[src/rtl/voice_allocator_pkg.sv]
// Shared audio package for the voice allocator.
// Holds FSM encoding, datapath op codes and parameter defaults.
package voice_allocator_pkg;

    localparam int NVOICES_DEF       = 4;
    localparam int NOTE_BITS_DEF     = 7;
    localparam int AGE_BITS_DEF      = 16;
    localparam int RETRIG_CYCLES_DEF = 8;

    typedef enum logic [1:0] {
        IDLE   = 2'd0,
        SEARCH = 2'd1,
        RETRIG = 2'd2
    } state_t;

    typedef enum logic [2:0] {
        OP_NONE,
        OP_ALLOC,
        OP_RETRIG,
        OP_STEAL,
        OP_OFF,
        OP_RISE
    } op_t;

    function automatic int idx_w(input int n);
        return (n > 1) ? $clog2(n) : 1;
    endfunction

endpackage

[src/rtl/voice_allocator_if.sv]
// Note-event valid/ready channel into the voice allocator.
// The event source drives master, the allocator takes slave.
interface voice_allocator_if
    import voice_allocator_pkg::*;
#(
    parameter int NOTE_BITS = NOTE_BITS_DEF
) ();

    logic                 ev_valid;
    logic                 ev_ready;
    logic                 ev_on;
    logic [NOTE_BITS-1:0] ev_note;

    modport master (
        output ev_valid,
        output ev_on,
        output ev_note,
        input  ev_ready
    );

    modport slave (
        input  ev_valid,
        input  ev_on,
        input  ev_note,
        output ev_ready
    );

endinterface

[src/rtl/voice_allocator_age_select.sv]
// Oldest-candidate picker: largest age among masked voices.
// Strict compare keeps the lowest index on ties.
module age_select
    import voice_allocator_pkg::*;
#(
    parameter int NVOICES  = NVOICES_DEF,
    parameter int AGE_BITS = AGE_BITS_DEF,
    localparam int IW      = idx_w(NVOICES)
) (
    input  logic [NVOICES*AGE_BITS-1:0] ages,
    input  logic [NVOICES-1:0]          mask,
    output logic [IW-1:0]               idx,
    output logic                        found
);

    logic [AGE_BITS-1:0] best;

    always_comb begin
        idx   = '0;
        found = 1'b0;
        best  = '0;
        for (int i = 0; i < NVOICES; i++) begin
            if (mask[i] &&
                (!found || ages[i*AGE_BITS +: AGE_BITS] > best)) begin
                idx   = IW'(i);
                found = 1'b1;
                best  = ages[i*AGE_BITS +: AGE_BITS];
            end
        end
    end

endmodule

[src/rtl/voice_allocator.sv]
// Polyphonic voice allocator: maps note events onto envelope gates
// with oldest-voice stealing and a forced gate-low retrigger gap.
module voice_allocator
    import voice_allocator_pkg::*;
#(
    parameter int NVOICES       = NVOICES_DEF,
    parameter int NOTE_BITS     = NOTE_BITS_DEF,
    parameter int AGE_BITS      = AGE_BITS_DEF,
    parameter int RETRIG_CYCLES = RETRIG_CYCLES_DEF
) (
    input  logic                         clk,
    input  logic                         rst_n,
    voice_allocator_if.slave             ev,
    output logic [NVOICES-1:0]           gate,
    output logic [NVOICES*NOTE_BITS-1:0] voice_note,
    output logic                         stolen
);

    localparam int IW = idx_w(NVOICES);
    localparam logic [AGE_BITS-1:0] AGE_MAX = '1;
    localparam logic [7:0] RLOAD = 8'(RETRIG_CYCLES - 1);

    state_t state, state_n;
    op_t    op;

    logic [IW-1:0]        sel;
    logic [IW-1:0]        tgt;
    logic                 ev_on_q;
    logic [NOTE_BITS-1:0] ev_note_q;
    logic [7:0]           rcnt;

    logic [NVOICES-1:0]   v_gate;
    logic [NOTE_BITS-1:0] v_note [NVOICES];
    logic [AGE_BITS-1:0]  v_age  [NVOICES];

    logic [NVOICES*AGE_BITS-1:0] age_flat;
    logic [NVOICES-1:0]          hit_mask;
    logic [NVOICES-1:0]          free_mask;
    logic [NVOICES-1:0]          sel_oh;

    logic [IW-1:0] m_idx, f_idx, a_idx;
    logic          m_found, f_found, a_found;

    assign ev.ev_ready = (state == IDLE);
    assign free_mask   = ~v_gate;

    always_comb begin
        age_flat = '0;
        hit_mask = '0;
        for (int i = 0; i < NVOICES; i++) begin
            age_flat[i*AGE_BITS +: AGE_BITS] = v_age[i];
            hit_mask[i] = v_gate[i] && (v_note[i] == ev_note_q);
        end
    end

    // Descending scan so the lowest matching index wins.
    always_comb begin
        m_idx   = '0;
        m_found = 1'b0;
        for (int i = NVOICES - 1; i >= 0; i--) begin
            if (hit_mask[i]) begin
                m_idx   = IW'(i);
                m_found = 1'b1;
            end
        end
    end

    age_select #(
        .NVOICES  (NVOICES),
        .AGE_BITS (AGE_BITS)
    ) u_free (
        .ages  (age_flat),
        .mask  (free_mask),
        .idx   (f_idx),
        .found (f_found)
    );

    age_select #(
        .NVOICES  (NVOICES),
        .AGE_BITS (AGE_BITS)
    ) u_act (
        .ages  (age_flat),
        .mask  (v_gate),
        .idx   (a_idx),
        .found (a_found)
    );

    always_ff @(posedge clk or negedge rst_n) begin
        if (!rst_n) state <= IDLE;
        else        state <= state_n;
    end

    always_comb begin
        state_n = state;
        op      = OP_NONE;
        sel     = '0;
        unique case (state)
            IDLE: begin
                if (ev.ev_valid) state_n = SEARCH;
            end
            SEARCH: begin
                state_n = IDLE;
                if (ev_on_q) begin
                    if (m_found) begin
                        op      = OP_RETRIG;
                        sel     = m_idx;
                        state_n = RETRIG;
                    end else if (f_found) begin
                        op  = OP_ALLOC;
                        sel = f_idx;
                    end else if (a_found) begin
                        op      = OP_STEAL;
                        sel     = a_idx;
                        state_n = RETRIG;
                    end
                end else if (m_found) begin
                    op  = OP_OFF;
                    sel = m_idx;
                end
            end
            RETRIG: begin
                if (rcnt == '0) begin
                    op      = OP_RISE;
                    sel     = tgt;
                    state_n = IDLE;
                end
            end
            default: state_n = IDLE;
        endcase
    end

    always_comb begin
        sel_oh = '0;
        for (int i = 0; i < NVOICES; i++)
            sel_oh[i] = (op != OP_NONE) && (sel == IW'(i));
    end

    always_ff @(posedge clk or negedge rst_n) begin
        if (!rst_n) begin
            ev_on_q   <= 1'b0;
            ev_note_q <= '0;
            tgt       <= '0;
            rcnt      <= '0;
            stolen    <= 1'b0;
        end else begin
            if (state == IDLE && ev.ev_valid) begin
                ev_on_q   <= ev.ev_on;
                ev_note_q <= ev.ev_note;
            end
            if (op == OP_RETRIG || op == OP_STEAL) begin
                tgt  <= sel;
                rcnt <= RLOAD;
            end else if (state == RETRIG && rcnt != '0) begin
                rcnt <= rcnt - 8'd1;
            end
            stolen <= (op == OP_STEAL);
        end
    end

    always_ff @(posedge clk or negedge rst_n) begin
        if (!rst_n) begin
            v_gate <= '0;
            for (int i = 0; i < NVOICES; i++) begin
                v_note[i] <= '0;
                v_age[i]  <= '0;
            end
        end else begin
            for (int i = 0; i < NVOICES; i++) begin
                // Clear beats the saturating increment.
                if (sel_oh[i] &&
                    (op == OP_ALLOC || op == OP_OFF || op == OP_RISE))
                    v_age[i] <= '0;
                else if (v_age[i] != AGE_MAX)
                    v_age[i] <= v_age[i] + 1'b1;
                if (sel_oh[i]) begin
                    case (op)
                        OP_ALLOC: begin
                            v_gate[i] <= 1'b1;
                            v_note[i] <= ev_note_q;
                        end
                        OP_STEAL: begin
                            v_gate[i] <= 1'b0;
                            v_note[i] <= ev_note_q;
                        end
                        OP_RETRIG: v_gate[i] <= 1'b0;
                        OP_OFF:    v_gate[i] <= 1'b0;
                        OP_RISE:   v_gate[i] <= 1'b1;
                        default:   ;
                    endcase
                end
            end
        end
    end

    // Output stage: a register copy of the voice table.
    always_ff @(posedge clk or negedge rst_n) begin
        if (!rst_n) begin
            gate       <= '0;
            voice_note <= '0;
        end else begin
            gate <= v_gate;
            for (int i = 0; i < NVOICES; i++)
                voice_note[i*NOTE_BITS +: NOTE_BITS] <= v_note[i];
        end
    end

endmodule

[src/flat_wrapper.sv]
// flat-port wrapper written by rule: the top's interface ports become plain ports
module voice_allocator_flat import voice_allocator_pkg::*;
#(
    parameter int NVOICES       = NVOICES_DEF,
    parameter int NOTE_BITS     = NOTE_BITS_DEF,
    parameter int AGE_BITS      = AGE_BITS_DEF,
    parameter int RETRIG_CYCLES = RETRIG_CYCLES_DEF
)
  (clk, rst_n, gate, voice_note, stolen, ev_ev_valid, ev_ev_on, ev_ev_note, ev_ev_ready);
  voice_allocator_if #(.NOTE_BITS(NOTE_BITS)) ev_i ();
  input  logic clk;
  input  logic rst_n;
  output logic [NVOICES-1:0] gate;
  output logic [NVOICES*NOTE_BITS-1:0] voice_note;
  output logic stolen;
  input wire logic [$bits(ev_i.ev_valid)-1:0] ev_ev_valid;
  input wire logic [$bits(ev_i.ev_on)-1:0] ev_ev_on;
  input wire logic [$bits(ev_i.ev_note)-1:0] ev_ev_note;
  output wire logic [$bits(ev_i.ev_ready)-1:0] ev_ev_ready;
  assign ev_i.ev_valid = ev_ev_valid;
  assign ev_i.ev_on = ev_ev_on;
  assign ev_i.ev_note = ev_ev_note;
  assign ev_ev_ready = ev_i.ev_ready;
  voice_allocator #(.NVOICES(NVOICES), .NOTE_BITS(NOTE_BITS), .AGE_BITS(AGE_BITS), .RETRIG_CYCLES(RETRIG_CYCLES)) u_core (.clk(clk), .rst_n(rst_n), .ev(ev_i), .gate(gate), .voice_note(voice_note), .stolen(stolen));
endmodule
[config.mk]
export PLATFORM = sky130hd
export DESIGN_NAME = voice_allocator_flat
export DESIGN_NICKNAME = d
export VERILOG_FILES = /design/src/rtl/voice_allocator_pkg.sv /design/src/rtl/voice_allocator_if.sv /design/src/rtl/voice_allocator_age_select.sv /design/src/rtl/voice_allocator.sv /design/src/flat_wrapper.sv
export SDC_FILE = /design/constraint.sdc
export NUM_CORES = 1
export LEC_CHECK = 0
export ABC_AREA = 1
export BUFFER_PORTS_ARGS = -buffer_cell sky130_fd_sc_hd__buf_2
export CORE_MARGIN = 2
export CORE_UTILIZATION = 52
export CTS_BUF_LIST = sky130_fd_sc_hd__clkbuf_16
export CTS_CLUSTER_SIZE = 10
export DETAILED_ROUTE_END_ITERATION = 8
export PLACE_DENSITY = 0.68
export SYNTH_ARGS = -nofsm -noshare
export SYNTH_HDL_FRONTEND = slang
export SYNTH_SLANG_ARGS = --single-unit
[constraint.sdc]
create_clock -name clk -period 11.1 [get_ports clk]
set_input_delay 2.22 -clock clk [delete_from_list [all_inputs] [get_ports clk]]
set_output_delay 2.22 -clock clk [all_outputs]
set_load 0.01 [all_outputs]
==> After elaboration in Yosys (flattened, before gate mapping) <==
Cells that the tools add are included.
{ "classes": {"mux": 60, "n_lt_le_gt_ge": 6, "eq_ne": 20, "add_sub_neg": 5, "n_bitwise": 1, "n_reduce_logical": 58} }
{ "ops": {"columns": ["operator", "count"], "rows": [
  ["$mux 16", 14],
  ["$gt 16x16->1", 6],
  ["$add 16x1->16 const B", 4],
  ["$ne 16x16->1 const B", 4],
  ["$mux 2", 21],
  ["$eq 7x7->1", 4],
  ["$logic_and 1x1->1", 20],
  ["$reduce_and 2->1", 9],
  ["$mux 8", 2],
  ["$mux 3", 5],
  ["$mux 1", 14],
  ["$reduce_bool 2->1", 6],
  ["$logic_or 1x1->1", 9],
  ["$logic_not 8->1", 1],
  ["$reduce_bool 8->1", 1],
  ["$sub 8x1->8 const B", 1],
  ["$eq 2x2->1 const B", 3],
  ["$eq 3x2->1 const B", 2],
  ["$eq 3x3->1 const B", 2],
  ["$logic_not 1->1", 6],
  ["$pmux 2 s3", 1],
  ["$pmux 3 s2", 1],
  ["$eq 2x1->1 const B", 2],
  ["$logic_not 2->1", 2],
  ["other kinds (9)", 10]
]} }
{ "totals": {"regBits": 149, "wordCells": 170} }

==> Depth between registers and ports, before layout <==
Gate-level depths: netlist of run 1.
{ "logic_depth": {"word_depth": 23, "mapped_depth": 55, "ltp_nobuf": 51} }

==> Hierarchy <==
From an unflattened synthesis of run 1, not the netlist that was laid out.
{ "unflattened": {"hier_cells": 1608, "hier_area_um2": 11320.9} }
{ "by_module_without_submodules": {"columns": ["module", "seq_area_each_um2", "cells_per_inst", "area_per_inst_um2", "n_inst"], "rows": [
  ["voice_allocator", 3728.6, 959, 7587.3, 1],
  ["age_select at u_core.u_free", 0.0, 325, 1870.5, 1],
  ["age_select at u_core.u_act", 0.0, 324, 1863.0, 1]
]} }

==> Worst setup path before layout of run 1 <==
No wires, ideal clock.
{ "synth_path": {"path_kind": "register -> register", "startpoint": "register u_core.v_gate[0]", "endpoint": "register u_core.v_age (netlist bit u_core.age_flat[44])", "setup_time_ns": 0.121, "path_slack_ns": 5.485, "stages_incl_launch_ff": 44, "arrival_time_ns": 5.493, "synth_period_minus_slack_ns": 5.615, "required_time_ns": 10.979, "path_cell_list": "dfrtp_1 > clkbuf_1 > clkbuf_1 > nand2_1 > ha_1 > nand4_1 > nor2_1 > nand2_1 > nand2_1 > nand2_1 > a21oi_1 > inv_1 > clkbuf_1 > o21ai_0 > ha_1 > a21o_1 > nor2_1 > nand2_1 > [8 not listed] > nand2_1 > nor2_1 > nand2_1 > nor2_1 > nand2_1 > nand3_1 > nand2_1 > nand2_1 > nor2_1 > nand2_1 > nand3_1 > nand2_1 > nand2_1 > nand2_1 > nand2_2 > nor3_4 > buf_4 > nor2_1"} }
{ "synth_via": {"elab_chain_len": 23} }
{ "synth_lines": {"columns": ["element", "line", "source"], "rows": [
  ["from (decl)", "voice_allocator.sv:32", "logic [NVOICES-1:0] v_gate;"],
  ["from (signal assigned)", "voice_allocator.sv:162", "v_gate <= '0;"],
  ["from (signal, indexed assignment)", "voice_allocator.sv:178", "v_gate[i] <= 1'b1;"],
  ["from (signal, indexed assignment)", "voice_allocator.sv:182", "v_gate[i] <= 1'b0;"],
  ["$mux 16, or another cell as far along", "voice_allocator_age_select.sv:23", "if (mask[i] &&"],
  ["$gt 16x16->1, or another cell as far along", "voice_allocator_age_select.sv:24", "(!found || ages[i*AGE_BITS +: AGE_BITS] > best)) begin"],
  ["$logic_or 1x1->1, or another cell as far along", "voice_allocator_age_select.sv:24", null],
  ["$logic_and 1x1->1 / $logic_or 1x1->1 (equally long branches)", "voice_allocator_age_select.sv:23, voice_allocator_age_select.sv:24", null],
  ["$mux 16, or another cell as far along", "voice_allocator_age_select.sv:23", null],
  ["$gt 16x16->1, or another cell as far along", "voice_allocator_age_select.sv:24", null],
  ["$logic_or 1x1->1, or another cell as far along", "voice_allocator_age_select.sv:24", null],
  ["$logic_and 1x1->1 / $logic_or 1x1->1 (equally long branches)", "voice_allocator_age_select.sv:23, voice_allocator_age_select.sv:24", null],
  ["[6 not listed]", null, null],
  ["$mux 3", "voice_allocator.sv:108", "end else if (f_found) begin"],
  ["$mux 3", "voice_allocator.sv:104", "if (m_found) begin"],
  ["$mux 3", "voice_allocator.sv:103", "if (ev_on_q) begin"],
  ["$pmux 3 s2", "voice_allocator.sv:97", "unique case (state)"],
  ["$eq 3x1->1 / $eq 3x3->1 (equally long branches)", "voice_allocator.sv:171", "(op == OP_ALLOC || op == OP_OFF || op == OP_RISE))"],
  ["$logic_or 1x1->1 (2 in series)", "voice_allocator.sv:171", null],
  ["$logic_and 1x1->1 *", "voice_allocator.sv:170", "if (sel_oh[i] &&"],
  ["$mux 16 / $reduce_bool 2->1 (equally long branches)", null, null],
  ["to (signal, indexed assignment)", "voice_allocator.sv:174", "v_age[i] <= v_age[i] + 1'b1;"],
  ["to (decl)", "voice_allocator.sv:34", "logic [AGE_BITS-1:0] v_age [NVOICES];"]
]} }
Every way passes the cells marked *; elsewhere a longest branch is shown, timed or not.
A chain may end at the register's enable or synchronous reset.

==> Final worst setup path of run 1 <==
{ "layout_path": {"startpoint": "register u_core.v_gate[0]", "endpoint": "register u_core.v_age (netlist bit u_core.age_flat[1])"} }
The elaborated chain is that of the path after synthesis.

==> results.cfg, run 1 <==
[routing]
dr.pass1.iters = 5
wl_per_cell_um = 14.8
via_per_inst = 5.37
wirelength_mm = 24.9
detail_route.iter0.violations = 510
drtAntennaViolNets = 0
drc = 0
via_count = 9044

[setup_path]
r2r_start = u_core.v_gate[0]
timing.setup.critical_path_class = flip-flop to flip-flop
path_buf_inv = 3
startpoint_type = flip-flop
cp_max_fo = 34
critPathSlowestCell = dfrtp_1
crit_required_ns = 11.43
crit_path_max_incr_delay_ns = 0.83
arrival_ns = 8.77
cp-end-kind = flip-flop
crit_family = simple AND/OR/NAND/NOR gates
crit_top_cell = nand2_1
startpoint = u_core.v_gate[0]

[min_path]
hp-class = flip-flop to flip-flop
hp-start = u_core.v_note[19]

[logic_synthesis]
ys_seq_area_share_pct = 36.9
yosys.area.top_type = dfrtp_1
async_flop_share_pct = 100
netlist_instances = 1372
synthTopCellsByArea = dfrtp_1 37%, nand2_1 15%, ha_1 13%
ys_warn_count = 0
synth.avg_cell_area_um2 = 7.37
netlist_area_mm2 = 0.0101
synthesis.nets = 1487
synth_top_area_share_pct = 36.9
synth_seq_cells = 149
synth_cell_types = 44
synthFlopType = dfrtp_1
synth_edf_count = 0

[timing]
drv_slew = 0
post-route-period-util_pct = 76.0
slew_headroom_pct = 34.6
layout_min_cycle_time_ns = 8.44
setup_viol = 0
skew_ns = 0.0127
fmax_mhz = 119
hold_violations = 0
tns_ns = 0
worst_pin_slew_ns = 0.981
grt_setup_unrepaired = no

[layout]
syn_to_final_growth_pct = 10.2
drive_above_1_share_pct = 7.19
insertedDiodeCount = 0
fillers = 1847
nets = 1520

[job]
cap_violations = 0

[clock_network]
clk_path_buf_depth = 2
cts_tree = yes
cts_sinks = 149
cts.clk_slew.worst_paths_ns = 0.08
cts-hold-fix-buffers = 0
cts_setup_buffers = 0
h-tree-depth = 4
cts_buffers = 17
clk_latency_ns = 0.45
clock-root-buffer = clkbuf_16
ctsResizeCount = 0

[grt]
grt_pass1_wl_mm = 40.5
top_usage_layer = met2
met1_usage_pct = 31.6
antenna_found_initial = 0
grt.met3_usage_pct = 4.60
gr-usage-met2_pct = 43.0
first_global_vias = 8378
grt_use_total_pct = 25.1
grt_max_degree = 82
grt_overflow = 0

[placement]
gp_routability_congestion = 0.887
place_hpwl_mm = 18.4
io_buffers = 44

[power_and_ir_drop]
p_per_area_mw_per_mm2 = 281
max-vdd-ir-drop_mv = 0.203
power.leakage_nw = 6.10
power_mw = 3.14

[die]
die_area_mm2 = 0.0206
io_pins = 45
die_h_um = 143
die_w_um = 143
start_util_pct = 52.5
design.core.area_mm2 = 0.0193
rows = 51

[run_status]
status = complete, no violations
==> cell families after synthesis <==
group	synth area share, %
AOI/OAI and AO/OA	10.6
muxes	0.309
adders and majority gates	12.9
and+or+nand+nor	28.7
buffers and inverters	7.40
xor gates and xnor gates	3.29
DFF	36.9
==> where the power goes <==
part / total [mW] / internal [mW] / switching, mW
logic: 1.67 / 0.621 / 1.04
clock network: 0.587 / 0.304 / 0.283
registers: 0.882 / 0.680 / 0.203
total: 3.14 / 1.61 / 1.53
==> registers in the layout, summed over array words and instances, names as in the netlist <==
| name | flops |
|---|---|
| u_core.stolen | 1 |
| u_core.v_note | 28 |
| u_core.tgt | 2 |
| u_core.state | 2 |
| u_core.ev_on_q | 1 |
| u_core.ev_note_q | 7 |
| u_core.gate | 4 |
| u_core.v_gate | 4 |
| u_core.age_flat | 64 |
| u_core.rcnt | 8 |
| u_core.voice_note | 28 |
==> metal layers <==
layer / part of all wire, % / vias to the layer above
li1: - / 4557
met1: 45 / 4199
met2: 49 / 244
met3: 4.4 / 44
met4: 2.2 / 0
met5: 0 / -
==> area by class of cell <==
type	instances	area, µm²	area share [%]
Clock buffer	17	425	3.82
Clock inverter	15	180	1.62
Inverter	159	597	5.35
Multi-Input combinational cell	1031	5630	50.5
Sequential cell	149	3730	33.5
Tap cell	265	332	2.97
Timing Repair Buffer	47	249	2.23
==> synthesized netlist by cell type (16+ instances only) <==
library cell  instances
nand2_1             408
inv_1               151
dfrtp_1             149
nor2_1              123
ha_1                104
o21ai_0              99
a21oi_1              66
nand3_1              63
nand4_1              46
xor2_1               22
nor3_1               18
clkbuf_1             16
xnor2_1              16
==> cell usage in the layout, fill, tap and decap left out, types with 3 or more instances in the layout <==
| cell type | count |
|---|---|
| o21bai_1 | 7 |
| inv_2 | 6 |
| nand2_1 | 408 |
| ha_1 | 104 |
| nand2_2 | 3 |
| dfrtp_1 | 149 |
| o21ai_0 | 99 |
| buf_2 | 43 |
| nand4_1 | 46 |
| o21ai_1 | 5 |
| inv_1 | 151 |
| a21oi_1 | 66 |
| inv_8 | 5 |
| a21o_1 | 4 |
| nor2_2 | 4 |
| nor2_1 | 123 |
| clkbuf_16 | 17 |
| o21a_1 | 5 |
| clkinv_8 | 5 |
| xor2_1 | 22 |
| nor4_1 | 9 |
| nand3_1 | 63 |
| or2_2 | 3 |
| xnor2_1 | 16 |
| buf_4 | 3 |
| nor3_1 | 18 |
==> metrics by stage <==
step	cell area [µm²]	setup WS [ns]	util, %	hold slack, ns	cells
3_5_place_dp	10500	2.84	54.7	0.412	1651
5_1_grt	11100	1.63	57.8	0.442	1683
2_1_floorplan	10100	5.49	-	0.374	1372
3_3_place_gp	10500	3.02	54.7	0.408	1651
6_report	11100	2.66	57.8	0.424	1683
4_1_cts	11100	2.74	57.8	0.429	1683
==> final timing paths <==
check | end | slack [ns] | cells past startpoint
setup / recovery | u_core.age_flat[1] | 2.66 | 34
hold / removal | u_core.voice_note[12] | 0.42 | 0
setup reg to reg | u_core.age_flat[1] | 2.66 | 34
hold reg to reg | u_core.voice_note[12] | 0.42 | 0
max in group asynchronous | u_core.v_gate[3] | 7.87 | 2
min in group asynchronous | u_core.age_flat[42] | 1.79 | 1
No activity file was read; power rests on OpenSTA's default activity.
==> inputs of run 2 (changes only) <==
--- a/config.mk
+++ b/config.mk
@@ -12,7 +12,7 @@
 export CTS_BUF_LIST = sky130_fd_sc_hd__clkbuf_16
 export CTS_CLUSTER_SIZE = 10
 export DETAILED_ROUTE_END_ITERATION = 8
-export PLACE_DENSITY = 0.68
+export PLACE_DENSITY = 0.71
 export SYNTH_ARGS = -nofsm -noshare
 export SYNTH_HDL_FRONTEND = slang
 export SYNTH_SLANG_ARGS = --single-unit
==> constraint.sdc (replaced) <==
create_clock -name clk -period 7.05 [get_ports clk]
set_input_delay 1.41 -clock clk [delete_from_list [all_inputs] [get_ports clk]]
set_output_delay 1.41 -clock clk [all_outputs]
set_load 0.01 [all_outputs]
==> results.cfg, run 2 (same netlist as run 1, synthesis figures left out) <==
[run_status]
status = complete, no violations

[setup_path]
crit_family = simple AND/OR/NAND/NOR gates
crit_required_ns = 7.37
ff2ff_path_depth = 46
crit_path_max_incr_delay_ns = 0.38
cp-end-kind = flip-flop
ff2ff_setup_slack_ns = 0.63
arrival_ns = 6.74
cp_max_fo = 22
path_buf_inv = 8
startpoint_type = flip-flop
timing.setup.critical_path_class = flip-flop to flip-flop
crit_top_cell = nand2_1
critPathSlowestCell = dfrtp_1
r2r_start = u_core.v_gate[0]
timing.rr.end = u_core.v_note[26]

[die]
design.core.area_mm2 = 0.0193
die_w_um = 143
io_pins = 45
rows = 51
die_h_um = 143
die_area_mm2 = 0.0206
start_util_pct = 52.5

[timing]
hold_violations = 0
drv_slew = 0
slew_headroom_pct = 41.7
layout_min_cycle_time_ns = 6.42
skew_ns = 0.0166
tns_ns = 0
fmax_mhz = 156
post-route-period-util_pct = 91.1
setup_slack_ns = 0.629
worst_pin_slew_ns = 0.874
setup_viol = 0

[placement]
dp_slack_ns = 0.200
io_buffers = 44
place_area_mm2 = 0.0107
place_hpwl_mm = 18.6
gp_routability_congestion = 0.919

[clock_network]
cts_tree = yes
h-tree-depth = 4
cts-hold-fix-buffers = 0
clk_latency_ns = 0.44
clk_path_buf_depth = 2
cts_buffers = 17
clock-root-buffer = clkbuf_16
cts.clk_slew.worst_paths_ns = 0.08
cts_sinks = 149

[routing]
via_per_inst = 5.39
wl_per_cell_um = 15.0
dr.pass1.iters = 5
drc = 0
drtAntennaViolNets = 0
via_count = 9196
wirelength_mm = 25.6
detail_route.iter0.violations = 519

[layout]
syn_to_final_growth_pct = 12.4
largest_reg_flops = 64
layout_commonest_cell = nand2_1
insertedDiodeCount = 0
design_area_mm2 = 0.0114
layout_common_cells = 407 x nand2_1, 149 x inv_1, 149 x dfrtp_1, 122 x nor2_1, 104 x ha_1
drive_above_1_share_pct = 9.10
nets = 1542

[min_path]
holdPathEnd = u_core.voice_note[20]
holdPathStages = 0
hp-class = flip-flop to flip-flop
hp-start = u_core.v_note[13]

[grt]
grt_use_total_pct = 26.0
grt_overflow = 0
grt_max_degree = 95
first_global_vias = 8543
grt_pass1_wl_mm = 42.0
antenna_found_initial = 0

[power_and_ir_drop]
power_mw = 5.15
power.leakage_nw = 6.19
max-vdd-ir-drop_mv = 0.272
p_per_area_mw_per_mm2 = 454

[job]
cap_violations = 0
## run 2: cell count changes in the layout (fill, tap and decap cells not counted), moves of 2 or more
cell,change
inv_1,-2
o21ai_0,-4
a21oi_4,+2
a21oi_1,-2
clkinvlp_4,+4
buf_4,+20
o21ai_1,+4
## run 2: metrics by stage
| step | hold WS [ns] | instances | util, % |
|---|---|---|---|
| after floorplan | 0.374 | 1372 | - |
| final | 0.425 | 1705 | 59.0 |
| after global routing | 0.423 | 1705 | 59.0 |
| after CTS | 0.426 | 1698 | 58.4 |
| after global placement | 0.409 | 1666 | 55.3 |
| after detailed placement | 0.407 | 1666 | 55.3 |
## run 2: worst max-delay path by stage
| stage | from | end | cells past startpoint |
|---|---|---|---|
| after floorplan | u_core.v_gate[0] | u_core.age_flat[44] | 43 |
| after global routing | u_core.v_gate[0] | u_core.v_note[3] | 41 |
| after detailed placement | u_core.v_gate[0] | u_core.age_flat[3] | 43 |
| final | u_core.v_gate[0] | u_core.v_note[26] | 46 |
| after global placement | u_core.v_gate[0] | u_core.v_note[19] | 43 |
| after CTS | u_core.v_gate[0] | u_core.age_flat[1] | 43 |
## run 2: final cells by class
type	count	area (µm²)
well taps	265	332
repair inverters	2	15.0
repair buffers	67	399
fillers	1778	7910
clock inverters	15	178
clock buffers	17	425
flip-flops and latches	149	3730
inverters	159	604
multi-input cells	1031	5680
## run 2: power breakdown
part / switching (mW) / internal [mW] / leakage (nW)
Combinational: 1.80 / 1.06 / 3.94
Clock: 0.440 / 0.479 / 0.290
Sequential: 0.309 / 1.07 / 1.96
Total: 2.55 / 2.61 / 6.19
## run 2: metal layers
| metal | global-route usage (%) | wire length (µm) | up-vias |
|---|---|---|---|
| li1 | - | - | 4610 |
| met1 | 34.2 | 11600 | 4281 |
| met2 | 43.5 | 12200 | 252 |
| met3 | 4.27 | 1150 | 53 |
| met4 | 8.77 | 606 | 0 |
| met5 | 0 | 0 | - |
## run 2: repair_timing
item / in CTS / in global routing
gates resized for setup: 0 / 17
endpoints found under the hold margin: 0 / 0
setup endpoints to repair: 0 / 98
setup buffers: 0 / 5
==> inputs of run 3 (changes only) <==
--- a/config.mk
+++ b/config.mk
@@ -7,12 +7,13 @@
 export LEC_CHECK = 0
 export ABC_AREA = 1
 export BUFFER_PORTS_ARGS = -buffer_cell sky130_fd_sc_hd__buf_2
+export CAP_MARGIN = 20
 export CORE_MARGIN = 2
 export CORE_UTILIZATION = 52
 export CTS_BUF_LIST = sky130_fd_sc_hd__clkbuf_16
 export CTS_CLUSTER_SIZE = 10
 export DETAILED_ROUTE_END_ITERATION = 8
-export PLACE_DENSITY = 0.71
+export PLACE_DENSITY = 0.74
 export SYNTH_ARGS = -nofsm -noshare
 export SYNTH_HDL_FRONTEND = slang
 export SYNTH_SLANG_ARGS = --single-unit
==> results.cfg, run 3 (same netlist as run 1, synthesis figures left out) <==
[layout]
nets = 1538
largest_reg_flops = 64
seq_area_mm2 = 0.00373
design_area_mm2 = 0.0113
fillers = 1762
drive_above_1_share_pct = 8.77
insertedDiodeCount = 0
multi_input_area_mm2 = 0.00567
syn_to_final_growth_pct = 12.2
layout_common_cells = 407 x nand2_1, 149 x inv_1, 149 x dfrtp_1, 122 x nor2_1, 104 x ha_1
layout_commonest_cell = nand2_1

[power_and_ir_drop]
power.leakage_nw = 6.18
max-vdd-ir-drop_mv = 0.272
p_per_area_mw_per_mm2 = 453

[routing]
detail_route.iter0.violations = 610
dr.pass1.iters = 7
wirelength_mm = 25.2
drc = 0
via_count = 9170
via_per_inst = 5.39
wl_per_cell_um = 14.8
drtAntennaViolNets = 0

[clock_network]
h-tree-depth = 4
clk_path_buf_depth = 2
cts.clk_slew.worst_paths_ns = 0.07
clk_latency_ns = 0.43
cts_tree = yes
clock-root-buffer = clkbuf_16
cts_buffers = 17
cts_sinks = 149
cts-hold-fix-buffers = 0

[grt]
grt_use_total_pct = 25.2
first_global_vias = 8527
grt_max_degree = 87
grt_pass1_wl_mm = 41.2
grt_overflow = 0
antenna_found_initial = 0

[die]
io_pins = 45
die_h_um = 143
die_area_mm2 = 0.0206
design.core.area_mm2 = 0.0193
rows = 51
die_w_um = 143
start_util_pct = 52.5

[setup_path]
crit_path_max_incr_delay_ns = 0.38
ff2ff_setup_slack_ns = 0.47
timing.rr.end = u_core.v_note[24]
crit_required_ns = 7.37
critPathSlowestCell = dfrtp_1
ff2ff_path_depth = 41
startpoint_type = flip-flop
arrival_ns = 6.89
r2r_start = u_core.v_gate[0]
crit_top_cell = nand2_1
cp-end-kind = flip-flop
cp_max_fo = 34
timing.setup.critical_path_class = flip-flop to flip-flop

[run_status]
status = complete, no violations

[timing]
layout_min_cycle_time_ns = 6.58
worst_pin_slew_ns = 0.800
skew_ns = 0.00967
setup_slack_ns = 0.475
fmax_mhz = 152
post-route-period-util_pct = 93.3
grt_setup_unrepaired = no
slew_headroom_pct = 46.7
hold_violations = 0
setup_viol = 0
drv_slew = 0
tns_ns = 0

[placement]
dp_slack_ns = 0.109
io_buffers = 44
gp_routability_congestion = 0.873
place_area_mm2 = 0.0107
place_hpwl_mm = 18.1

[job]
cap_violations = 0

[min_path]
hp-start = u_core.v_note[13]
hp-class = flip-flop to flip-flop
holdPathStages = 0
holdPathEnd = u_core.voice_note[20]
==> run 3: cell types whose count changed in the layout (fill, tap and decap cells not counted), moves of 2 or more <==
cell       previous run  this run
bufinv_16             0         2
o21ai_1               9         5
clkinv_8              5         1
o21ai_0              95        99
buf_4                23        18
==> run 3: layout make-up <==
type / instances / area share, %
tap: 265 / 2.92
inverter: 159 / 5.33
clock buffer: 17 / 3.75
multi-input combinational: 1031 / 50.0
clock inverter: 15 / 1.63
sequential: 149 / 32.9
timing repair inverter: 2 / 0.132
timing repair buffer: 63 / 3.36
==> run 3: timing repair <==
item                                    4_1_cts  5_1_grt
endpoints found under the setup margin        0       97
buffers inserted                              0        3
gates resized for setup                       0       12
==> run 3: worst max path at each step <==
stage,start,endpoint
after floorplan,u_core.v_gate[0],u_core.age_flat[44]
after global placement,u_core.v_gate[0],u_core.age_flat[12]
after detailed placement,u_core.v_gate[0],u_core.age_flat[1]
after CTS,u_core.v_gate[0],u_core.v_note[24]
after global routing,u_core.v_gate[0],u_core.v_note[9]
final,u_core.v_gate[0],u_core.v_note[24]
==> run 3: power breakdown <==
group	total (mW)	leakage [nW]	switching, mW	internal [mW]
sequential	1.37	1.96	0.298	1.07
clock	0.953	0.297	0.415	0.538
combinational	2.82	3.92	1.77	1.05
==> run 3: per-stage QoR <==
step                total power, mW  util (%)  instances  hold slack, ns
floorplan                      3.36         -       1372           0.374
global placement               4.00      55.3       1664           0.406
detailed placement             4.08      55.3       1664           0.404
CTS                            5.07      58.4       1696           0.426
global route                   5.66      58.9       1701           0.438
finish                         5.14      58.9       1701           0.425
==> run 3: metal layers <==
metal,share of wire [%],global-route usage [%],vias to the layer above,routed length [µm]
li1,-,-,4596,-
met1,44,32.8,4223,11000
met2,48,42.6,283,12200
met3,5.1,4.27,68,1290
met4,2.8,8.88,0,717
met5,0,0,-,0
==> run 3: worst max-delay path, delay by kind of cell, from the launching register on <==
| family | cells | cell delay (ns) |
|---|---|---|
| and+or+nand+nor | 26 | 3.00 |
| AOI/OAI and AO/OA | 6 | 1.16 |
| buffers and inverters | 6 | 0.94 |
| adders and majority gates | 3 | 0.93 |
| DFF | 1 | 0.38 |
